--- src/rtl/spi_mic_sample_scheduler_pkg.sv ---
// Shared types and helpers for the SPI microphone sample scheduler.
package spi_mic_pkg;

    localparam int DATA_W_DEF = 16;

    typedef enum logic [2:0] {
        IDLE      = 3'd0,
        WAIT_TICK = 3'd1,
        START     = 3'd2,
        BUSY      = 3'd3,
        CAPTURE   = 3'd4
    } state_t;

    // Sample periods below two clocks cannot fit a terminal count, so clamp them.
    function automatic logic [15:0] eff_period(input logic [15:0] rate);
        return (rate < 16'd2) ? 16'd2 : rate;
    endfunction

endpackage

--- src/rtl/spi_mic_sample_scheduler_fifo.sv ---
// Sample FIFO with registered read port and a separate occupancy counter.
module sample_fifo #(
    parameter int DATA_W = 16,
    parameter int DEPTH  = 16
) (
    input  logic                     clk,
    input  logic                     rst,
    input  logic                     push,
    input  logic [DATA_W-1:0]        wr_data,
    input  logic                     pop,
    output logic [DATA_W-1:0]        rd_data,
    output logic                     rd_valid,
    output logic [$clog2(DEPTH):0]   level,
    output logic                     full,
    output logic                     empty
);
    localparam int AW = $clog2(DEPTH);
    localparam logic [AW:0] FULL_LVL = (AW+1)'(DEPTH);

    logic [DATA_W-1:0] mem [DEPTH];
    logic [AW-1:0]     wr_ptr;
    logic [AW-1:0]     rd_ptr;
    logic              pop_ok;
    logic              push_ok;

    assign empty   = (level == {(AW+1){1'b0}});
    assign full    = (level == FULL_LVL);
    assign pop_ok  = pop && !empty;
    // A full FIFO still takes a push when a pop frees a slot in the same cycle.
    assign push_ok = push && (!full || pop_ok);

    // Storage array write port.
    always_ff @(posedge clk) begin
        if (push_ok) begin
            mem[wr_ptr] <= wr_data;
        end
    end

    // Pointers, occupancy and registered read port.
    always_ff @(posedge clk or posedge rst) begin
        if (rst) begin
            wr_ptr   <= '0;
            rd_ptr   <= '0;
            level    <= '0;
            rd_data  <= '0;
            rd_valid <= 1'b0;
        end else begin
            rd_valid <= pop_ok;
            if (pop_ok) begin
                rd_data <= mem[rd_ptr];
                rd_ptr  <= rd_ptr + AW'(1);
            end
            if (push_ok) begin
                wr_ptr <= wr_ptr + AW'(1);
            end
            case ({push_ok, pop_ok})
                2'b10:   level <= level + (AW+1)'(1);
                2'b01:   level <= level - (AW+1)'(1);
                default: level <= level;
            endcase
        end
    end

endmodule

--- src/rtl/spi_mic_sample_scheduler.sv ---
// Paces SPI microphone transfers, captures completed samples into a FIFO and
// raises a watermark interrupt plus sticky overflow/timeout error flags.
module spi_mic_sample_scheduler
    import spi_mic_pkg::*;
#(
    parameter int DATA_W  = DATA_W_DEF,
    parameter int DEPTH   = 16,
    parameter int TIMEOUT = 64
) (
    input  logic                     clk,
    input  logic                     rst,
    input  logic                     enable,
    input  logic [15:0]              rate_div,
    input  logic [$clog2(DEPTH):0]   watermark,
    output logic                     spi_start,
    input  logic                     spi_cs_b,
    input  logic [DATA_W-1:0]        spi_data,
    input  logic                     rd_en,
    output logic [DATA_W-1:0]        rd_data,
    output logic                     rd_valid,
    output logic [$clog2(DEPTH):0]   level,
    output logic                     irq,
    output logic                     overflow,
    output logic                     timeout_err,
    input  logic                     clr_err
);
    localparam int TW = $clog2(TIMEOUT + 1);

    state_t          state;
    logic [15:0]     tick_cnt;
    logic [15:0]     period;
    logic            tick;
    logic            cs_b_q;
    logic            cs_rise;
    logic [TW-1:0]   tmo_cnt;
    logic            tmo_hit;
    logic            push;
    logic            fifo_full;
    logic            fifo_empty;
    logic            drop;
    logic            tick_lost;

    assign tick      = enable && (tick_cnt == (period - 16'd1));
    assign cs_rise   = spi_cs_b && !cs_b_q;
    assign tmo_hit   = (state == BUSY) && !cs_rise && (tmo_cnt >= TW'(TIMEOUT));
    assign push      = (state == CAPTURE);
    assign drop      = push && fifo_full && !(rd_en && !fifo_empty);
    assign tick_lost = tick && ((state == START) || (state == BUSY) || (state == CAPTURE));
    assign irq       = (watermark != '0) && (level >= watermark);

    // Free-running sample-period counter; the period is re-latched only at wrap.
    always_ff @(posedge clk or posedge rst) begin
        if (rst) begin
            tick_cnt <= 16'd0;
            period   <= 16'd2;
        end else if (!enable || tick) begin
            tick_cnt <= 16'd0;
            period   <= eff_period(rate_div);
        end else begin
            tick_cnt <= tick_cnt + 16'd1;
        end
    end

    // Delayed chip-select copy for rising-edge detection.
    always_ff @(posedge clk or posedge rst) begin
        if (rst) begin
            cs_b_q <= 1'b1;
        end else begin
            cs_b_q <= spi_cs_b;
        end
    end

    // Transfer sequencer with registered start strobe and timeout counter.
    always_ff @(posedge clk or posedge rst) begin
        if (rst) begin
            state     <= IDLE;
            spi_start <= 1'b0;
            tmo_cnt   <= '0;
        end else begin
            spi_start <= 1'b0;
            case (state)
                IDLE: begin
                    state <= enable ? WAIT_TICK : IDLE;
                end
                WAIT_TICK: begin
                    if (!enable) begin
                        state <= IDLE;
                    end else if (tick) begin
                        state     <= START;
                        spi_start <= 1'b1;
                    end else begin
                        state <= WAIT_TICK;
                    end
                end
                START: begin
                    state   <= BUSY;
                    tmo_cnt <= TW'(1);
                end
                BUSY: begin
                    if (cs_rise) begin
                        state <= CAPTURE;
                    end else if (tmo_hit) begin
                        state <= enable ? WAIT_TICK : IDLE;
                    end else begin
                        tmo_cnt <= tmo_cnt + TW'(1);
                    end
                end
                CAPTURE: begin
                    state <= enable ? WAIT_TICK : IDLE;
                end
                default: begin
                    state <= IDLE;
                end
            endcase
        end
    end

    // Sticky error flags; a same-cycle set beats clr_err.
    always_ff @(posedge clk or posedge rst) begin
        if (rst) begin
            overflow    <= 1'b0;
            timeout_err <= 1'b0;
        end else begin
            if (drop || tick_lost) begin
                overflow <= 1'b1;
            end else if (clr_err) begin
                overflow <= 1'b0;
            end else begin
                overflow <= overflow;
            end
            if (tmo_hit) begin
                timeout_err <= 1'b1;
            end else if (clr_err) begin
                timeout_err <= 1'b0;
            end else begin
                timeout_err <= timeout_err;
            end
        end
    end

    sample_fifo #(
        .DATA_W (DATA_W),
        .DEPTH  (DEPTH)
    ) u_fifo (
        .clk      (clk),
        .rst      (rst),
        .push     (push),
        .wr_data  (spi_data),
        .pop      (rd_en),
        .rd_data  (rd_data),
        .rd_valid (rd_valid),
        .level    (level),
        .full     (fifo_full),
        .empty    (fifo_empty)
    );

endmodule
--- config.mk ---
export PLATFORM = sky130hd
export DESIGN_NAME = spi_mic_sample_scheduler
export DESIGN_NICKNAME = d
export VERILOG_FILES = /design/src/rtl/spi_mic_sample_scheduler_pkg.sv /design/src/rtl/spi_mic_sample_scheduler_fifo.sv /design/src/rtl/spi_mic_sample_scheduler.sv
export SDC_FILE = /design/constraint.sdc
export NUM_CORES = 1
export LEC_CHECK = 0
export BUFFER_PORTS_ARGS = -buffer_cell sky130_fd_sc_hd__buf_2
export CAP_MARGIN = 20
export CORE_ASPECT_RATIO = 0.9
export CORE_MARGIN = 4
export CORE_UTILIZATION = 55
export DETAILED_ROUTE_END_ITERATION = 8
export PLACE_DENSITY_LB_ADDON = 0.15
export SLEW_MARGIN = 20
export SYNTH_ARGS = -nofsm -noshare
export SYNTH_HDL_FRONTEND = slang
export SYNTH_HIERARCHICAL = 1
export SYNTH_SLANG_ARGS = --single-unit
--- constraint.sdc ---
create_clock -name clk -period 3.1 [get_ports clk]
set_input_delay 0.62 -clock clk [delete_from_list [all_inputs] [get_ports clk]]
set_output_delay 0.62 -clock clk [all_outputs]
set_load 0.01 [all_outputs]
## Yosys cells after proc, flatten, opt, wreduce, memory -nomap -nowiden

Memories as Yosys holds them, arrays and structs flattened. A register that Yosys moved wholly into a read port is not among the register bits.
Index checks and enable logic that the tools add are counted.

- Add/subtract/negate cells: 7
- $lt $le $gt $ge: 3
- Equality and inequality tests: 11
- Muxes and demuxes: 20
- Reductions and logical operators: 30

Operator list:

| kind | count |
|---|---|
| $mux W16 | 2 |
| $add A16 B1 Y16 const B | 1 |
| $eq A16 B16 Y1 | 1 |
| $lt A16 B2 Y1 const B | 1 |
| $sub A16 B1 Y16 const B | 1 |
| $mux W7 | 2 |
| $pmux W7 S2 | 1 |
| $pmux W3 S4 | 1 |
| $logic_and A1 B1 Y1 | 10 |
| $pmux W5 S2 | 1 |
| $mux W1 | 9 |
| $add A4 B1 Y4 const B | 2 |
| $reduce_bool A2 Y1 | 4 |
| $add A7 B1 Y7 const B | 1 |
| $ge A7 B7 Y1 const B | 1 |
| $eq A3 B2 Y1 const B | 2 |
| $logic_not A1 Y1 | 6 |
| $mux W3 | 2 |
| $add A5 B1 Y5 const B | 1 |
| $eq A5 B5 Y1 const B | 1 |
| $ge A5 B5 Y1 | 1 |
| $logic_not A5 Y1 | 1 |
| $logic_or A1 B1 Y1 | 5 |
| $reduce_bool A5 Y1 | 1 |
| other kinds (11) | 13 |

- Flip-flop bits (word level): 60
- RAM bits: 256
- Input port bits: 43
- Output and inout bits: 26
- Logic and storage cells: 84
- Memories: 1

Memory list:

| memory | depth | bits a word | read ports | clocked after memory_dff | write ports | RTL line | text |
|---|---|---|---|---|---|---|---|
| u_fifo.mem | 16 | 16 | 1 | 1 | 1 | spi_mic_sample_scheduler_fifo.sv:20 | `logic [DATA_W-1:0] mem [DEPTH];` |

## Logic depth before layout (Yosys ltp)

- Depth after elaboration: 8
- Mapped depth: 11
- Depth with buffers taken out: 11

## Cells and area by module

The synthesis kept the hierarchy.

Modules (own cells, without submodules):

| module | times used | cells each | area each (sq um) | sequential area each (sq um) |
|---|---|---|---|---|
| sample_fifo | 1 | 520 | 11210.8 | 8438.1 |
| spi_mic_sample_scheduler | 1 | 268 | 2661.3 | 1153.6 |

## Least setup slack after synthesis

OpenSTA, ideal clock, no wires.

- Kind: reg2reg
- From: register period[3]
- To: register period[2]
- Setup time: 125 ps
- Arrival: 2760 ps
- Required time: 2975 ps
- Path slack: 215 ps
- Stages on the path, launching flop included: 10
- Path buffers: 2
- Clock period less this slack: 2885 ps
- Path through: dfrtp_1 buf_4 nor4_4 nand2_1 o41a_1 or4_1 o311a_2 o31ai_4 buf_6 mux2_2

- Cells in the longest elaborated chain, start to end: 4

RTL lines:

| item | RTL line | text |
|---|---|---|
| start, declared | spi_mic_sample_scheduler.sv:31 | `logic [15:0] period;` |
| start signal, assigned | spi_mic_sample_scheduler.sv:58 | `period <= eff_period(rate_div);` |
| $sub A16 B1 Y16 | spi_mic_sample_scheduler.sv:43 | `assign tick = enable && (tick_cnt == (period - 16'd1));` |
| $eq A16 B16 Y1 | spi_mic_sample_scheduler.sv:43 |  |
| $logic_and A1 B1 Y1 | spi_mic_sample_scheduler.sv:43 |  |
| $logic_or A1 B1 Y1 | spi_mic_sample_scheduler.sv:56 | `end else if (!enable \|\| tick) begin` |

Every way passes these cells.
A chain may end at the register's enable or synchronous reset.

## Final worst setup path

- From: register period[2]
- To: register period[5]

The elaborated chain is that of the path after synthesis.

==> flow_summary.yaml <==
drt:
  drtIter0Drc: 558
  drt_pass1_iterations: 5
  wl_per_cell_um: 23.18
  vias: 7431
  viasPerCell: 5.969
  drtAntennaViolNets: 0
  wl_um: 28860
  post-route-drc-count: 0
cts:
  clock_latency_ns: 0.51
  cts_buffer_depth: 3
  cts_htree_levels: 2
  cts_sinks: 332
  cts-root-buf: "clkbuf_16"
  hold_buffers: 0
  clkTransAtPathRegs_ns: 0.06
  cts_tree: "built"
  cts-buffers-inserted: 35
worst_setup_path:
  end_kind: "flop"
  crit_chain: "nor4_2, nand2_1, o41a_1, or4_1, o311a_2, o31ai_4, buf_12, mux2_2"
  slowest_stage: "or4_1"
  crit_type: "flop to flop"
  reg2reg_from: "period[2]"
  start_kind: "flop"
  cp_data_required_time_ns: 3.49
  worstPathArrival_ns: 3.31
  reg2reg_to: "period[5]"
  ff2ff_path_depth: 8
  cp_max_fo: 16
  regToRegSetupSlack_ns: 0.18
  slowest_delay_ns: 0.50
timing:
  fin_crit_ns: 2.917
  max_slew.worst_pin.slew_ns: 1.145
  finalSetupTns_ns: 0
  hold-worst-slack_ns: 0.06177
  relSlewSlack_pct: 23.68
  hold_violations: 0
  max_freq_mhz: 342.8
  setup_viol: 0
  drv_slew: 0
  period_share_pct: 94.09
  rsz0062_at_grt: "false"
  skew_ns: 0.02413
yosys:
  avgSynthCellArea_um2: 17.60
  yosysSeqAreaShare_pct: 69.14
  postSynthCellCount: 788
  async_flop_share_pct: 22.89
  ys.warnings.count: 6
  yosys_register_bits: 332
  syn-cell-area_mm2: 0.01387
  synth-edff-count: 256
  synthFlopType: "edfxtp_1"
  ys_types: 60
  syn_nets: 848
die:
  core-area_mm2: 0.02453
  die_area_mm2: 0.02783
  start_util_pct: 56.56
  die_height_um: 158.7
  fp.dieW_um: 175.4
  pin_count: 69
  num_rows: 54
power_and_ir_drop:
  power_mw: 12.49
  power.leakage_nw: 5.774
  ir_drop_v: 0.0005070
  powerDensity_mw_per_mm2: 786.8
placement:
  hpwl_um: 16970
  gp_congestion: 0.8506
  place_inst: 1180
  io_buffers: 68
layout:
  final_cell_mix: "256 x edfxtp_1, 70 x dfrtp_1, 68 x buf_2"
  area_growth_pct: 14.40
  num_antenna_cells: 0
  nets: 942
  final_common_cell: "edfxtp_1"
  drive_above_1_share_pct: 25.52
  finalNonFillerCells: 1245
global_route:
  grt_first_pass_wirelength_um: 44820
  antenna_found_initial: 1
  grt_max_degree: 67
  grt-ovfl-total: 0
  first_global_vias: 7773
  grtUsageTotal_pct: 21.32
outcome:
  status: "finished clean"
min_path:
  hold_path.class: "input port to async pin"
run:
  cap_violations: 0
-- cell families after synthesis --
group                      synth area share, %
DFF                                      69.14
and+or+nand+nor                          6.494
muxes                                    14.41
AOI/OAI and AO/OA                        3.364
buffers and inverters                    2.156
xor gates and xnor gates                 2.841
adders and majority gates                1.587
-- critical path: cells and delay by family, from the launching register on --
| kind | cells | cell delay, ns |
|---|---|---|
| AND/OR/NAND/NOR | 3 | 0.97 |
| flip-flops | 1 | 0.45 |
| multiplexers | 1 | 0.35 |
| AO/OA/AOI/OAI | 3 | 0.83 |
| buffers and inverters | 1 | 0.20 |
-- how the worst max path moves through the flow --
stage	startpoint	cells past startpoint	slack, ns	end
final	period[2]	8	0.18	period[5]
after global routing	period[4]	8	0.04	period[13]
after CTS	period[0]	8	0.14	period[5]
after detailed placement	period[0]	8	0.16	period[5]
after global placement	period[0]	8	0.25	period[9]
after floorplan	period[3]	9	0.22	period[2]
-- cells in the mapped netlist, types with 3 or more instances --
cell type	number	share of area, %
nand4_1	9	0.41
xnor2_1	24	1.5
o21ai_0	11	0.40
mux4_2	54	8.8
dfrtp_1	74	13
nor3_1	6	0.22
and3_1	16	0.72
inv_1	22	0.60
nor2b_1	5	0.23
mux2_1	4	0.32
mux4_1	10	1.9
buf_4	8	0.43
ha_1	16	1.4
nor2_1	33	0.89
buf_6	6	0.49
nand3_1	13	0.47
nand2_1	35	0.95
edfxtp_1	256	55
clkbuf_1	3	0.081
and2_1	9	0.41
a21oi_1	13	0.47
o211ai_1	4	0.22
xor2_1	21	1.3
buf_2	10	0.36
mux2i_1	34	2.5
mux2_2	12	0.97
o221ai_1	15	0.95
nor4_1	10	0.45
nand2b_1	10	0.45
or4_1	3	0.16
-- where the power goes --
group / internal [mW] / switching [mW]
registers: 5.02 / 0.367
logic: 1.43 / 1.30
clock network: 2.74 / 1.63
-- stage by stage --
| step | worst slack (ns) | area (µm²) | utilization [%] |
|---|---|---|---|
| global route | 0.03625 | 15870 | 64.70 |
| finish | 0.1832 | 15870 | 64.70 |
| CTS | 0.1425 | 15830 | 64.54 |
| detailed placement | 0.1559 | 14610 | 59.55 |
| floorplan | 0.2151 | 13870 | - |
| global placement | 0.2499 | 14590 | 59.49 |
-- layout make-up --
type | count | area, µm²
clock buffers | 50 | 993.5
clock inverters | 14 | 231.5
fillers | 1672 | 8657
inverters | 24 | 90.09
multi-input cells | 404 | 4004
flip-flops and latches | 332 | 9597
well taps | 336 | 420.4
repair buffers | 85 | 533.0
-- routing by layer --
layer	GRT usage, %	part of all wire (%)
met1	28.99	42
met2	36.96	51
met3	3.300	5.2
met4	5.348	1.7
met5	0	0.024
-- what timing repair did --
| action | in CTS | in global routing |
|---|---|---|
| endpoints found under the setup margin | 0 | 15 |
| endpoints found under the hold margin | 0 | 0 |
| setup buffers | 0 | 0 |
| resized for setup | 0 | 3 |
-- registers in the layout, indices dropped and copies added, names as in the netlist, 4 cells and up --
name            cells
tmo_cnt             7
tick_cnt           16
u_fifo/rd_ptr       4
u_fifo/rd_data     16
period             16
u_fifo/mem        256
u_fifo/wr_ptr       4
u_fifo/level        5
(Power assumes the default switching activity.)
